<file path="src/rtl/pwm_meas_sched_if.sv">
// Result handshake between the PWM measurement scheduler and its consumer.
interface pwm_meas_sched_if;
    logic [31:0] result_high;
    logic [31:0] result_low;
    logic [2:0]  result_ch;
    logic        result_valid;
    logic        result_timeout;
    logic        result_ack;

    // Producer side: the measurement engine.
    modport master (
        output result_high,
        output result_low,
        output result_ch,
        output result_valid,
        output result_timeout,
        input  result_ack
    );

    // Consumer side.
    modport slave (
        input  result_high,
        input  result_low,
        input  result_ch,
        input  result_valid,
        input  result_timeout,
        output result_ack
    );
endinterface

</file>
<file path="src/rtl/pwm_meas_sched.sv">
// Time-shared PWM measurement engine: round-robins over enabled channels, averages high/low
// time over 2^SAMPLE_LOG2 periods and reports stuck lines via a timeout.
module pwm_meas_sched #(
    parameter int unsigned NUM_CH         = 4,
    parameter int unsigned SAMPLE_LOG2    = 4,
    parameter int unsigned TIMEOUT_CYCLES = 1000000
) (
    input  logic              pwd_clk,
    input  logic              sysreset,
    input  logic [NUM_CH-1:0] pwm_in,
    input  logic [NUM_CH-1:0] ch_enable,
    input  logic              run,
    output logic              busy,
    pwm_meas_sched_if.master  res
);

    localparam int unsigned ACC_W = 32 + SAMPLE_LOG2;
    localparam int unsigned TMO_W = $clog2(TIMEOUT_CYCLES + 1);
    localparam int unsigned PER_W = SAMPLE_LOG2 + 1;
    localparam logic [PER_W-1:0] LAST_PER = PER_W'((1 << SAMPLE_LOG2) - 1);
    localparam logic [TMO_W-1:0] TMO_LAST = TMO_W'(TIMEOUT_CYCLES - 1);

    typedef enum logic [2:0] {StIdle, StSelect, StArm, StMeasure, StPresent} state_e;

    state_e             state_q;
    logic [NUM_CH-1:0]  sync1_q, sync2_q, sync3_q;
    logic [2:0]         cur_ch_q, last_ch_q;
    logic [31:0]        high_cnt_q, low_cnt_q;
    logic [ACC_W-1:0]   acc_high_q, acc_low_q;
    logic [PER_W-1:0]   per_q;
    logic [TMO_W-1:0]   tmo_q;
    logic [31:0]        result_high_q, result_low_q;
    logic [2:0]         result_ch_q;
    logic               result_valid_q, result_timeout_q;

    logic               sel_now, sel_prev, rise, tmo_hit;
    logic               found_hi;
    logic [2:0]         nxt_hi, nxt_any, nxt_ch;
    logic [ACC_W-1:0]   sum_high, sum_low;
    logic [31:0]        avg_high, avg_low;

    function automatic logic [31:0] sat_inc(input logic [31:0] v);
        return (v == 32'hFFFF_FFFF) ? v : v + 32'd1;
    endfunction

    // Two-flop synchronizers plus one history stage for edge detection.
    always_ff @(posedge pwd_clk or negedge sysreset) begin
        if (!sysreset) begin
            sync1_q <= '0;
            sync2_q <= '0;
            sync3_q <= '0;
        end else begin
            sync1_q <= pwm_in;
            sync2_q <= sync1_q;
            sync3_q <= sync2_q;
        end
    end

    // Mux the selected channel's synchronized level and its previous value.
    always_comb begin
        sel_now  = 1'b0;
        sel_prev = 1'b0;
        for (int i = 0; i < NUM_CH; i++) begin
            if (cur_ch_q == 3'(i)) begin
                sel_now  = sync2_q[i];
                sel_prev = sync3_q[i];
            end
        end
    end

    assign rise    = sel_now & ~sel_prev;
    assign tmo_hit = (tmo_q == TMO_LAST);

    // Round-robin pick: lowest enabled channel above the last one, else lowest enabled overall.
    always_comb begin
        found_hi = 1'b0;
        nxt_hi   = '0;
        nxt_any  = '0;
        for (int j = NUM_CH - 1; j >= 0; j--) begin
            if (ch_enable[j]) begin
                nxt_any = 3'(j);
                if (3'(j) > last_ch_q) begin
                    found_hi = 1'b1;
                    nxt_hi   = 3'(j);
                end
            end
        end
        nxt_ch = found_hi ? nxt_hi : nxt_any;
    end

    // Accumulator totals including the period closed by the current rising edge.
    always_comb begin
        sum_high = acc_high_q + ACC_W'(high_cnt_q);
        sum_low  = acc_low_q + ACC_W'(low_cnt_q);
        avg_high = 32'(sum_high >> SAMPLE_LOG2);
        avg_low  = 32'(sum_low >> SAMPLE_LOG2);
    end

    // Scheduler FSM with all counters and registered result outputs.
    always_ff @(posedge pwd_clk or negedge sysreset) begin
        if (!sysreset) begin
            state_q          <= StIdle;
            cur_ch_q         <= '0;
            last_ch_q        <= 3'(NUM_CH - 1);
            high_cnt_q       <= '0;
            low_cnt_q        <= '0;
            acc_high_q       <= '0;
            acc_low_q        <= '0;
            per_q            <= '0;
            tmo_q            <= '0;
            result_high_q    <= '0;
            result_low_q     <= '0;
            result_ch_q      <= '0;
            result_valid_q   <= 1'b0;
            result_timeout_q <= 1'b0;
        end else begin
            unique case (state_q)
                StIdle: begin
                    if (run && (ch_enable != '0)) state_q <= StSelect;
                end
                StSelect: begin
                    if (!run || (ch_enable == '0)) begin
                        state_q <= StIdle;
                    end else begin
                        cur_ch_q   <= nxt_ch;
                        last_ch_q  <= nxt_ch;
                        high_cnt_q <= '0;
                        low_cnt_q  <= '0;
                        acc_high_q <= '0;
                        acc_low_q  <= '0;
                        per_q      <= '0;
                        tmo_q      <= '0;
                        state_q    <= StArm;
                    end
                end
                StArm, StMeasure: begin
                    if (!run) begin
                        state_q <= StIdle;
                    end else if (rise) begin
                        // The edge cycle is the first high cycle of the new period.
                        high_cnt_q <= 32'd1;
                        low_cnt_q  <= '0;
                        tmo_q      <= '0;
                        if (state_q == StArm) begin
                            state_q <= StMeasure;
                        end else if (per_q == LAST_PER) begin
                            result_high_q    <= avg_high;
                            result_low_q     <= avg_low;
                            result_ch_q      <= cur_ch_q;
                            result_timeout_q <= 1'b0;
                            result_valid_q   <= 1'b1;
                            state_q          <= StPresent;
                        end else begin
                            acc_high_q <= sum_high;
                            acc_low_q  <= sum_low;
                            per_q      <= per_q + 1'b1;
                        end
                    end else if (tmo_hit) begin
                        result_high_q    <= sel_now ? 32'hFFFF_FFFF : 32'd0;
                        result_low_q     <= sel_now ? 32'd0 : 32'hFFFF_FFFF;
                        result_ch_q      <= cur_ch_q;
                        result_timeout_q <= 1'b1;
                        result_valid_q   <= 1'b1;
                        state_q          <= StPresent;
                    end else begin
                        tmo_q <= tmo_q + 1'b1;
                        if (state_q == StMeasure) begin
                            if (sel_now) high_cnt_q <= sat_inc(high_cnt_q);
                            else         low_cnt_q  <= sat_inc(low_cnt_q);
                        end
                    end
                end
                StPresent: begin
                    if (res.result_ack) begin
                        result_valid_q <= 1'b0;
                        state_q        <= run ? StSelect : StIdle;
                    end
                end
                default: state_q <= StIdle;
            endcase
        end
    end

    assign busy               = (state_q != StIdle);
    assign res.result_high    = result_high_q;
    assign res.result_low     = result_low_q;
    assign res.result_ch      = result_ch_q;
    assign res.result_valid   = result_valid_q;
    assign res.result_timeout = result_timeout_q;

endmodule
</file>
<file path="src/flat_wrapper.sv">
// flat-port wrapper written by rule: the top's interface ports become plain ports
module pwm_meas_sched_flat 
#(
    parameter int unsigned NUM_CH         = 4,
    parameter int unsigned SAMPLE_LOG2    = 4,
    parameter int unsigned TIMEOUT_CYCLES = 1000000
)
  (pwd_clk, sysreset, pwm_in, ch_enable, run, busy, res_result_high, res_result_low, res_result_ch, res_result_valid, res_result_timeout, res_result_ack);
  pwm_meas_sched_if res_i ();
  input  logic pwd_clk;
  input  logic sysreset;
  input  logic [NUM_CH-1:0] pwm_in;
  input  logic [NUM_CH-1:0] ch_enable;
  input  logic run;
  output logic busy;
  output wire logic [$bits(res_i.result_high)-1:0] res_result_high;
  output wire logic [$bits(res_i.result_low)-1:0] res_result_low;
  output wire logic [$bits(res_i.result_ch)-1:0] res_result_ch;
  output wire logic [$bits(res_i.result_valid)-1:0] res_result_valid;
  output wire logic [$bits(res_i.result_timeout)-1:0] res_result_timeout;
  input wire logic [$bits(res_i.result_ack)-1:0] res_result_ack;
  assign res_result_high = res_i.result_high;
  assign res_result_low = res_i.result_low;
  assign res_result_ch = res_i.result_ch;
  assign res_result_valid = res_i.result_valid;
  assign res_result_timeout = res_i.result_timeout;
  assign res_i.result_ack = res_result_ack;
  pwm_meas_sched #(.NUM_CH(NUM_CH), .SAMPLE_LOG2(SAMPLE_LOG2), .TIMEOUT_CYCLES(TIMEOUT_CYCLES)) u_core (.pwd_clk(pwd_clk), .sysreset(sysreset), .pwm_in(pwm_in), .ch_enable(ch_enable), .run(run), .busy(busy), .res(res_i));
endmodule
</file>
<file path="config.mk">
export PLATFORM = sky130hd
export DESIGN_NAME = pwm_meas_sched_flat
export DESIGN_NICKNAME = d
export VERILOG_FILES = /design/src/rtl/pwm_meas_sched_if.sv /design/src/rtl/pwm_meas_sched.sv /design/src/flat_wrapper.sv
export SDC_FILE = /design/constraint.sdc
export NUM_CORES = 1
export LEC_CHECK = 0
export ABC_AREA = 1
export CORE_MARGIN = 10
export CORE_UTILIZATION = 45
export DETAILED_ROUTE_END_ITERATION = 10
export DONT_BUFFER_PORTS = 1
export HOLD_SLACK_MARGIN = 0.08
export PLACE_DENSITY = 0.62
export SLEW_MARGIN = 10
export SYNTH_ARGS = -nofsm -noshare
export SYNTH_HDL_FRONTEND = slang
export SYNTH_SLANG_ARGS = --single-unit
</file>
<file path="constraint.sdc">
create_clock -name pwd_clk -period 2.6 [get_ports pwd_clk]
set_input_delay 0.52 -clock pwd_clk [delete_from_list [all_inputs] [get_ports pwd_clk]]
set_output_delay 0.52 -clock pwd_clk [all_outputs]
set_load 0.01 [all_outputs]
</file>
### Yosys cells after proc, flatten, opt, wreduce, memory -nomap -nowiden

Index checks and enable logic that the tools add are counted.

| storage, ports and cells | value |
|---|---|
| flip-flop bits (word level) | 251 |
| input port bits | 12 |

| operators by class | value |
|---|---|
| add/sub/neg operators | 6 |
| $lt $le $gt $ge | 4 |
| equal/unequal tests | 31 |
| muxes and demuxes | 100 |
| bitwise operators | 3 |
| reductions and logical operators | 20 |

Operator list:

| operator | count |
|---|---|
| $mux W32 | 23 |
| $mux W36 | 9 |
| $pmux W36 S2 | 2 |
| $pmux W32 S2 | 2 |
| $mux W20 | 4 |
| $add A36 B32 Y36 | 2 |
| $add A32 B1 Y32 const B | 2 |
| $eq A32 B32 Y1 const B | 2 |
| $mux W3 | 19 |
| $pmux W20 S2 | 1 |
| $mux W1 | 26 |
| $mux W5 | 5 |
| $add A20 B1 Y20 const B | 1 |
| $eq A20 B20 Y1 const B | 1 |
| $ne A2 B2 Y1 const B | 7 |
| $reduce_and A7 Y1 | 2 |
| $eq A3 B2 Y1 const B | 4 |
| $mux W2 | 6 |
| $pmux W3 S4 | 1 |
| $reduce_and A6 Y1 | 2 |
| $pmux W5 S2 | 1 |
| $ne A3 B1 Y1 const B | 3 |
| $ne A3 B2 Y1 const B | 3 |
| $ne A3 B3 Y1 const B | 3 |
| 24 further kinds | 33 |

### Longest topological paths before layout

Gate-level depths: netlist of the first run.

| logic depth | value |
|---|---|
| depth after elaboration | 11 |
| depth in mapped cells | 16 |
| depth with buffers taken out | 15 |

### Least setup slack after synthesis of the first run

OpenSTA, ideal clock, no wires.

| timing path | value |
|---|---|
| path kind | reg2reg |
| start point | register u_core.low_cnt_q[0] |
| end point | register u_core.result_low_q[18], in the netlist u_core.res.result_low[18] |
| arrival time | 1,981 ps |
| required time | 2,472 ps |
| path slack | 491 ps |
| stages on the path, launching flop included | 11 |
| buffers on the path | 0 |
| cells stage by stage | dfrtp_1 -> ha_1 -> fa_1 -> nand3_1 -> nand2_1 -> a21boi_0 -> o21ai_0 -> nand2_1 -> nand3b_1 -> nand3_1 -> nand3_1 |

| between the ends | value |
|---|---|
| cells in the longest elaborated chain, start to end | 4 |

RTL lines:

| element | line | source |
|---|---|---|
| from (decl) | pwm_meas_sched.sv:28 | `logic [31:0] high_cnt_q, low_cnt_q;` |
| from (signal assigned) | pwm_meas_sched.sv:169 | `else low_cnt_q <= sat_inc(low_cnt_q);` |
| $add A36 B32 Y36 | pwm_meas_sched.sv:94 | `sum_low = acc_low_q + ACC_W'(low_cnt_q);` |
| $mux W32 | pwm_meas_sched.sv:146 | `end else if (per_q == LAST_PER) begin` |
| $mux W32 | pwm_meas_sched.sv:144 | `if (state_q == StArm) begin` |
| $mux W32 | pwm_meas_sched.sv:139 | `end else if (rise) begin` |
| to (signal assigned) | pwm_meas_sched.sv:148 | `result_low_q <= avg_low;` |
| to (signal assigned) | pwm_meas_sched.sv:160 | `result_low_q <= sel_now ? 32'd0 : 32'hFFFF_FFFF;` |
| to (decl) | pwm_meas_sched.sv:32 | `logic [31:0] result_high_q, result_low_q;` |

Every way passes these cells. The select of a mux whose other input is x is not followed.
A chain may end at the register's enable or synchronous reset.

### Worst setup path after layout of the first run

| timing path | value |
|---|---|
| start point | register u_core.per_q[0] |
| end point | register u_core.acc_high_q[35] |

| between the ends | value |
|---|---|
| cells in the longest elaborated chain, start to end | 3 |

RTL lines:

| element | line | source |
|---|---|---|
| from (decl) | pwm_meas_sched.sv:30 | `logic [PER_W-1:0] per_q;` |
| from (signal assigned) | pwm_meas_sched.sv:156 | `per_q <= per_q + 1'b1;` |
| $eq A5 B4 Y1 | pwm_meas_sched.sv:146 |  |
| $ne A2 B2 Y1 (no source line) | -- |  |
| $reduce_and A6 Y1 (no source line) | -- |  |
| to (signal assigned) | pwm_meas_sched.sv:154 | `acc_high_q <= sum_high;` |
| to (decl) | pwm_meas_sched.sv:29 | `logic [ACC_W-1:0] acc_high_q, acc_low_q;` |

Every way passes these cells.

==> flow_metrics.env, run 1 <==
export IMPL_cts_root_buf="clkbuf_16"
export IMPL_fin_skew_ns=0.01216
export IMPL_final_seq_area_sq_um=6210
export IMPL_routed_wl_um=50880
export IMPL_ys_types=47
export IMPL_max_cap_violations=0
export IMPL_place_hpwl_um=38360
export IMPL_finalHoldViolCount=248
export IMPL_cp_start_kind="flip-flop"
export IMPL_violations="negative hold slack"
export IMPL_critPathKind="reg2reg"
export IMPL_yosysMostFrequentCell="nand2_1"
export IMPL_io_buffers=0
export IMPL_synth_fa_ha_area_share_pct=5.442
export IMPL_max_freq_ghz=0.4060
export IMPL_netlist_top_cells_area="dfrtp_1 37%, nand2_1 18%, nand3_1 5.5%, inv_1 5.3%, nor2_1 5.2%"
export IMPL_cts_buffer_depth=3
export IMPL_final_area_sq_um=18330
export IMPL_synth_compound_area_share_pct=10.67
export IMPL_vias=15937
export IMPL_yosys_area_top_type="dfrtp_1"
export IMPL_max_slew_margin_pct=53.01
export IMPL_synthesis_nets=2476
export IMPL_insertion_delay_ns=0.57
export IMPL_drc=0
export IMPL_ys_flop_type="dfrtp_1"
export IMPL_htreeDepth=1
export IMPL_crit_fanout=53
export IMPL_dp_cells=2842
export IMPL_synth_top_family_by_area="simple AND/OR/NAND/NOR gates"
export IMPL_synthMuxAreaShare_pct=0.06030
export IMPL_drive_gt1_share_pct=5.590
export IMPL_synth_common_cells="777 x nand2_1, 246 x dfrtp_1, 235 x inv_1"
export IMPL_p_clk_share_pct=32.1
export IMPL_synth_top_cell_area_share_pct=37.08
export IMPL_ios=82
export IMPL_final_antenna_net_count=0
export IMPL_setup_ws_ns=0.1367
export IMPL_worst_pin_slew_ns=0.7049
export IMPL_multi_input_area_sq_um=9184
export IMPL_drv_slew=0
export IMPL_postSynthCellCount=2393
export IMPL_power_switching_mw=4.989
export IMPL_start_util_pct=45.45
export IMPL_n_antenna_cell=0
export IMPL_yosys_area_share_simple_pct=35.09
export IMPL_p_leak_nw=8.909
export IMPL_gp_congestion=0.9469
export IMPL_async_reset_ff_share_pct=100.0
export IMPL_setup_viol=0
export IMPL_timing_final_crit_share_pct=94.74
export IMPL_fp_dieH_um=212.1
export IMPL_required_ns=3.08
export IMPL_die_width_um=212.1
export IMPL_power_density_nw_per_um2=708.1
export IMPL_antenna_found_initial=0
export IMPL_grt_pass1_vias=15242
export IMPL_nFillCells=3680
export IMPL_grt_pass1_wl_um=82700
export IMPL_nets=2494
export IMPL_avgRoutedWirePerCell_um=17.54
export IMPL_share_comb_of_total_power_pct=25.9
export IMPL_synth_edff_count=0
export IMPL_arrival_ns=2.94
export IMPL_hp_class="in2async"
export IMPL_grt_util_all_layers_pct=22.70
export IMPL_p_sw_share_pct=38.44
export IMPL_intPower_mw=7.991
export IMPL_p_seq_share_pct=42.0
export IMPL_final_cells=2901
export IMPL_synth_xor_xnor_area_share_pct=3.799
export IMPL_grt_start_max_net_pins=249
export IMPL_die_area_sq_um=44970
export IMPL_postCtsHoldBufs=4
export IMPL_place_ws_ns=-0.09072
export IMPL_worst_ir_drop_vdd_uv=839.3
export IMPL_status="finished, violations left"
export IMPL_cts_buffers=29
export IMPL_grt_ovfl_total=0
export IMPL_synth_avg_cell_area_sq_um=6.937
export IMPL_core_sq_um=36520
export IMPL_fin_crit_ns=2.463
export IMPL_cts_tree="built"
export IMPL_first_pass_iters=5
export IMPL_placed_area_sq_um=17270
export IMPL_routed_via_density=5.494
export IMPL_fin_hold_ws_ns=-0.3429
export IMPL_clk_pin_slew_ns=0.06
export IMPL_cp_end_kind="flip-flop"
export IMPL_netlist_area_sq_um=16600
export IMPL_row_count=70
export IMPL_ys_seq_area_share_pct=37.40
export IMPL_cts_sinks=248
export IMPL_drt_iter0_drc=1381
export IMPL_yosys_warnings=0
export IMPL_synth_seq_cells=248
export IMPL_syn2layout_area_growth_pct=10.42
worst max-delay path: stages, from the launching register on:
cell     delay, ns
dfrtp_1       0.41
ha_1          0.23
nand2_1       0.08
nor2_1        0.05
ha_1          0.22
nor3_1        0.38
nand2_1       0.33
inv_2         0.17
buf_12        0.27
nand3_1       0.11
o21ai_0       0.09
layout by cell type, fill, tap and decap left out, types with 35 or more instances in the layout:
| cell type | n |
|---|---|
| a21oi_1 | 128 |
| buf_4 | 36 |
| dfrtp_1 | 245 |
| ha_1 | 67 |
| inv_1 | 235 |
| nand2_1 | 776 |
| nand3_1 | 184 |
| nand4_1 | 35 |
| nor2_1 | 230 |
| nor3_1 | 92 |
| o21ai_0 | 119 |
| xor2_1 | 54 |
state kept, by name, summed over array words and instances (netlist names), 2 cells and up:
register	flops
u_core.acc_high_q	36
u_core.acc_low_q	36
u_core.high_cnt_q	32
u_core.low_cnt_q	32
u_core.res.result_high	32
u_core.res.result_low	32
u_core.tmo_q	20
u_core.per_q	5
u_core.sync1_q	4
u_core.sync2_q	4
u_core.sync3_q	4
u_core.state_q	3
u_core.cur_ch_q	2
u_core.last_ch_q	2
u_core.res.result_ch	2
path summary, 6_finish.rpt:
path / start / to / slack (ns) / cells after the start
max: u_core.per_q[0] / u_core.acc_high_q[35] / 0.14 / 10
min: sysreset / u_core.res.result_high[23] / -0.34 / 0
max reg2reg: u_core.per_q[0] / u_core.acc_high_q[35] / 0.14 / 10
min reg2reg: u_core.sync1_q[3] / u_core.sync2_q[3] / 0.35 / 0
max in group asynchronous: sysreset / u_core.last_ch_q[1] / 2.59 / 0
min in group pwd_clk: run / u_core.state_q[1] / 0.19 / 2
what timing repair did:
item,in CTS,in global routing
hold endpoints to repair,252,248
setup buffers,0,2
setup endpoints to repair,15,68
pin swaps,0,1
gates resized for setup,3,9
power groups by stage:
stage | Sequential (mW) | Combinational, mW | Clock (mW)
global placement | 5.51 | 3.27 | 0
finish | 5.45 | 3.37 | 4.16
floorplan | 5.22 | 2.48 | 0
global route | 5.56 | 3.76 | 4.42
detailed placement | 5.53 | 3.32 | 0
CTS | 5.47 | 3.35 | 4.27
metrics by stage:
step	total power, mW	TNS [ns]	hold slack (ns)	utilization (%)
final	12.98	0	-0.3429	50.19
after global routing	13.74	-0.01120	-0.3628	50.19
after CTS	13.09	0	-0.3707	50.09
after detailed placement	8.846	-1.049	0.2350	47.28
after global placement	8.780	-1.441	0.2349	47.28
after floorplan	7.701	0	0.2244	-
layer usage:
metal  vias to the layer above  wire length [um]  part of all wire [%]  global-route usage [%]
met2                       458             21130                    42                   33.57
li1                       7854                 -                     -                       -
met3                        77              3753                   7.4                   4.447
met1                      7548             24770                    49                   33.18
met4                         0              1221                   2.4                   5.455
met5                         -                 0                     0                       0
logic make-up (layout without fill, tap and decap cells):
family                   Yosys count  count (layout)
XOR/XNOR                          72              72
adder cells (fa/ha/maj)           71              71
AND/OR/NAND/NOR                 1376            1376
multiplexers                       1               1
flip-flops                       248             248
other                              1               1
buffers and inverters            303             343
AO/OA/AOI/OAI                    321             321
cell type report:
class,count,share of cell area [%]
multi-input cells,1842,50.10
repair buffers,48,2.539
clock inverters,17,0.9487
clock buffers,36,4.375
inverters,242,4.969
flip-flops and latches,248,33.87
well taps,468,3.194
No activity file was read; power rests on OpenSTA's default activity.
==> inputs of run 2 (changes only) <==
==> constraint.sdc (replaced) <==
create_clock -name pwd_clk -period 2.6 [get_ports pwd_clk]
set_input_delay 0 -clock pwd_clk [delete_from_list [all_inputs] [get_ports pwd_clk]]
set_output_delay 0 -clock pwd_clk [all_outputs]
set_load 0.01 [all_outputs]
==> flow_metrics.env, run 2 (synthesized netlist as in run 1, its figures left out) <==
export IMPL_n_antenna_cell=0
export IMPL_cp_slowest_cell="dlygate4sd3_1"
export IMPL_final_cell_mix="776 x nand2_1, 244 x dfrtp_1, 235 x inv_1"
export IMPL_finalHoldViolCount=248
export IMPL_first_pass_iters=8
export IMPL_grt_ovfl_total=0
export IMPL_cts_tree="built"
export IMPL_start_util_pct=45.45
export IMPL_grt_pass1_vias=15238
export IMPL_grt_util_all_layers_pct=22.67
export IMPL_die_area_sq_um=44970
export IMPL_max_slew_margin_pct=50.73
export IMPL_timing_final_crit_share_pct=93.48
export IMPL_fin_crit_ns=2.431
export IMPL_die_width_um=212.1
export IMPL_place_ws_ns=0.1173
export IMPL_ios=82
export IMPL_insertion_delay_ns=0.59
export IMPL_finalSetupTns_ns=0
export IMPL_cts_buffer_depth=3
export IMPL_syn2layout_area_growth_pct=12.38
export IMPL_vias=16164
export IMPL_grt_start_max_net_pins=249
export IMPL_drc=0
export IMPL_drt_iter0_drc=1556
export IMPL_reg_largest_list="u_core.acc_high_q x36, u_core.acc_low_q x36"
export IMPL_slowest_delay_ns=0.56
export IMPL_cts_sinks=248
export IMPL_nets=2513
export IMPL_io_buffers=0
export IMPL_core_sq_um=36520
export IMPL_cts_buffers=30
export IMPL_fin_hold_ws_ns=-0.8853
export IMPL_worst_ir_drop_vdd_uv=923.0
export IMPL_required_ns=3.11
export IMPL_nFillCells=3627
export IMPL_routed_via_density=5.532
export IMPL_arrival_ns=2.94
export IMPL_cp_end_kind="flip-flop"
export IMPL_row_count=70
export IMPL_final_antenna_net_count=0
export IMPL_status="finished, violations left"
export IMPL_violations="negative hold slack"
export IMPL_place_hpwl_um=38250
export IMPL_power_total_mw=13.69
export IMPL_cp_start_kind="flip-flop"
export IMPL_rsz0062_at_grt="false"
export IMPL_fp_dieH_um=212.1
export IMPL_cts_root_buf="clkbuf_16"
export IMPL_routed_wl_um=51470
export IMPL_p_leak_nw=9.066
export IMPL_postLayoutCoreUtil_pct=51.08
export IMPL_path_delay_family="buffers and inverters"
export IMPL_layout_commonest_cell="nand2_1"
export IMPL_setup_viol=0
export IMPL_drive_gt1_share_pct=5.705
export IMPL_htreeDepth=1
export IMPL_path_buf_inv=4
export IMPL_fin_skew_ns=0.02502
export IMPL_avgRoutedWirePerCell_um=17.62
export IMPL_worst_pin_slew_ns=0.7391
export IMPL_grt_pass1_wl_um=82550
export IMPL_max_freq_ghz=0.4114
export IMPL_critPathKind="reg2reg"
export IMPL_postCtsHoldBufs=18
export IMPL_drv_slew=0
export IMPL_max_cap_violations=0
export IMPL_setup_ws_ns=0.1694
export IMPL_hp_class="in2async"
export IMPL_antenna_found_initial=0
export IMPL_clk_pin_slew_ns=0.06
export IMPL_crit_chain="inv_1, o21ai_1, inv_1, o22ai_1, nand2_1, dlygate4sd3_1, nand2_1, dlygate4sd3_1, o21ai_0"
export IMPL_power_density_nw_per_um2=733.7
export IMPL_gp_congestion=0.9533
export IMPL_crit_fanout=3
run 2: worst reg2reg max path: stages, from the launching register on:
cell	delay [ns]
dfstp_2	0.54
inv_1	0.07
o21ai_1	0.18
inv_1	0.06
o22ai_1	0.17
nand2_1	0.06
dlygate4sd3_1	0.56
nand2_1	0.08
dlygate4sd3_1	0.56
o21ai_0	0.08
run 2: worst paths after layout:
kind / end / from / slack [ns] / cells past startpoint
worst max-delay path: u_core.last_ch_q[0] / u_core.last_ch_q[1] / 0.17 / 9
worst min-delay path: u_core.res.result_high[23] / sysreset / -0.89 / 0
worst max register to register: u_core.last_ch_q[0] / u_core.last_ch_q[1] / 0.17 / 9
worst min register to register: u_core.sync2_q[2] / u_core.sync1_q[2] / 0.35 / 0
max in group asynchronous: u_core.low_cnt_q[18] / sysreset / 2.87 / 0
min in group pwd_clk: u_core.state_q[2] / res_result_ack / 0.23 / 4
run 2: what timing repair did:
action                                 CTS  global route
endpoints found under the hold margin  285           248
resized for setup                        0            15
buffers inserted                         0             4
setup endpoints to repair                0            73
run 2: stage by stage:
stage | instances | cell area, sq um
floorplan | 2393 | 16600
global placement | 2843 | 17280
detailed placement | 2843 | 17280
CTS | 2917 | 18560
global route | 2922 | 18660
finish | 2922 | 18660
run 2: final cells by class:
cell class	instances	area [sq um]	area share, %
multi-input cells	1842	9186	49.24
flip-flops and latches	248	6211	33.29
inverters	242	910.9	4.883
clock buffers	40	828.3	4.440
repair buffers	66	656.9	3.521
well taps	468	585.6	3.139
clock inverters	16	276.5	1.482
run 2: metal layers:
metal / track usage (%) / part of all wire, % / up-vias
met4: 5.207 / 1.7 / 0
met3: 4.727 / 8.4 / 57
met2: 33.56 / 42 / 492
li1: - / - / 7888
met5: 0 / 0 / -
met1: 33.00 / 48 / 7727
run 2: report_power, final:
part / switching (mW) / total (mW) / leakage (nW) / internal [mW]
clock network: 1.77 / 4.70 / 0.540 / 2.93
logic: 2.46 / 3.54 / 5.21 / 1.07
registers: 0.914 / 5.45 / 3.31 / 4.54
total: 5.14 / 13.7 / 9.07 / 8.55
==> inputs of run 3 (changes only) <==
--- a/config.mk
+++ b/config.mk
@@ -7,5 +7,4 @@
 export LEC_CHECK = 0
 export ABC_AREA = 1
-export CORE_MARGIN = 10
 export CORE_UTILIZATION = 45
 export DETAILED_ROUTE_END_ITERATION = 10
==> constraint.sdc (replaced) <==
create_clock -name pwd_clk -period 2.6 [get_ports pwd_clk]
set_input_delay 0.26 -clock pwd_clk [delete_from_list [all_inputs] [get_ports pwd_clk]]
set_output_delay 0.26 -clock pwd_clk [all_outputs]
set_load 0.01 [all_outputs]
==> flow_metrics.env, run 3 (synthesized netlist as in run 1, its figures left out) <==
export IMPL_status="finished, violations left"
export IMPL_violations="negative hold slack"
export IMPL_die_area_sq_um=37660
export IMPL_rsz0062_at_grt="false"
export IMPL_reg_largest_list="u_core.acc_high_q x36, u_core.acc_low_q x36"
export IMPL_htreeDepth=1
export IMPL_cp_end_kind="flip-flop"
export IMPL_gp_congestion=0.9558
export IMPL_grt_pass1_vias=15090
export IMPL_setup_ws_ns=0.1423
export IMPL_first_pass_iters=5
export IMPL_fin_crit_ns=2.458
export IMPL_cts_buffer_depth=3
export IMPL_crit_fanout=6
export IMPL_insertion_delay_ns=0.57
export IMPL_grt_ovfl_total=0
export IMPL_fin_skew_ns=0.01717
export IMPL_antenna_found_initial=1
export IMPL_cts_sinks=248
export IMPL_cts_root_buf="clkbuf_16"
export IMPL_cp_slowest_cell="dfrtp_1"
export IMPL_r2r_cells=12
export IMPL_hp_class="in2async"
export IMPL_final_cell_mix="776 x nand2_1, 246 x dfrtp_1, 235 x inv_1"
export IMPL_power_density_nw_per_um2=717.2
export IMPL_grt_pass1_wl_um=81360
export IMPL_ios=82
export IMPL_drv_slew=0
export IMPL_grt_util_all_layers_pct=26.99
export IMPL_start_util_pct=46.22
export IMPL_final_antenna_net_count=0
export IMPL_syn2layout_area_growth_pct=11.12
export IMPL_row_count=69
export IMPL_cts_buffers=30
export IMPL_crit_chain="ha_1, nand2_1, nand3_1, nand2_1, nand3_1, nand2_1, nand2_1, nand2_1, nand2_1, nand2_1, nand3_1, a21oi_1"
export IMPL_critPathKind="reg2reg"
export IMPL_place_hpwl_um=37640
export IMPL_finalHoldViolCount=248
export IMPL_n_antenna_cell=0
export IMPL_max_cap_violations=0
export IMPL_cts_tree="built"
export IMPL_cp_start_kind="flip-flop"
export IMPL_io_buffers=0
export IMPL_nFillCells=3544
export IMPL_core_sq_um=35910
export IMPL_max_slew_margin_pct=57.60
export IMPL_power_total_mw=13.23
export IMPL_r2r_start="u_core.high_cnt_q[2]"
export IMPL_setup_viol=0
export IMPL_nets=2498
export IMPL_fin_hold_ws_ns=-0.6054
export IMPL_drt_iter0_drc=1191
export IMPL_fp_dieH_um=194.1
export IMPL_worst_pin_slew_ns=0.6360
export IMPL_drive_gt1_share_pct=5.289
export IMPL_routed_wl_um=50570
export IMPL_avgRoutedWirePerCell_um=17.44
export IMPL_postCtsHoldBufs=10
export IMPL_r2r_end="u_core.res.result_high[19]"
export IMPL_cts_setup_buffers=0
export IMPL_finalSetupTns_ns=0
export IMPL_grt_start_max_net_pins=249
export IMPL_place_ws_ns=0.1567
export IMPL_path_delay_family="simple AND/OR/NAND/NOR gates"
export IMPL_reg2reg_slack_ns=0.14
export IMPL_worst_ir_drop_vdd_uv=645.3
export IMPL_path_buf_inv=0
export IMPL_timing_final_crit_share_pct=94.53
export IMPL_clk_pin_slew_ns=0.07
export IMPL_required_ns=3.09
export IMPL_layout_commonest_cell="nand2_1"
export IMPL_arrival_ns=2.95
export IMPL_slowest_delay_ns=0.46
export IMPL_crit_top_cell="nand2_1"
export IMPL_vias=15852
export IMPL_p_leak_nw=8.960
export IMPL_drc=0
export IMPL_routed_via_density=5.466
export IMPL_max_freq_ghz=0.4069
export IMPL_die_width_um=194.1
-- run 3: how the worst max path moves through the flow --
stage                          from                    endpoint  slack [ns]  depth (start not counted)
2_1_floorplan   u_core.low_cnt_q[0]   u_core.res.result_low[18]        0.49                         10
3_3_place_gp        u_core.tmo_q[0]       u_core.high_cnt_q[20]        0.25                         10
3_5_place_dp        u_core.tmo_q[0]       u_core.high_cnt_q[15]        0.16                         10
4_1_cts             u_core.tmo_q[0]       u_core.high_cnt_q[15]        0.15                         10
5_1_grt        u_core.low_cnt_q[10]        u_core.acc_low_q[30]       0.009                         10
6_report       u_core.high_cnt_q[2]  u_core.res.result_high[19]        0.14                         12
-- run 3: power breakdown --
part | switching, mW | internal [mW]
Clock | 1.74 | 2.77
Combinational | 2.34 | 1.00
Sequential | 0.840 | 4.54
-- run 3: repair_timing --
| item | 4_1_cts | 5_1_grt |
|---|---|---|
| setup endpoints to repair | 0 | 25 |
| endpoints found under the hold margin | 259 | 248 |
| gates resized for setup | 0 | 3 |
-- run 3: per-stage QoR --
step                      instances  hold WS (ns)  area (sq um)  utilization (%)
after floorplan                2393      -0.03559         16600                -
after global placement         2834      -0.03052         17270            48.07
after detailed placement       2834      -0.02976         17270            48.07
after CTS                      2900       -0.6317         18440            51.34
after global routing           2900       -0.6405         18450            51.36
final                          2900       -0.6054         18450            51.36
-- run 3: area by class of cell --
class	count	area [sq um]	share of cell area, %
repair buffers	51	508.0	2.754
inverters	242	910.9	4.938
well taps	461	576.8	3.127
multi-input cells	1842	9169	49.71
clock inverters	14	186.4	1.011
flip-flops and latches	248	6208	33.66
clock buffers	42	887.1	4.809
-- run 3: per-layer routing --
layer	track usage (%)	vias up	routed length [um]	part of all wire, %
met2	41.05	499	21740	43
met1	39.10	7397	24170	48
li1	-	7886	-	-
met3	4.992	70	3566	7.1
met5	0	-	0	0
met4	7.349	0	1088	2.2
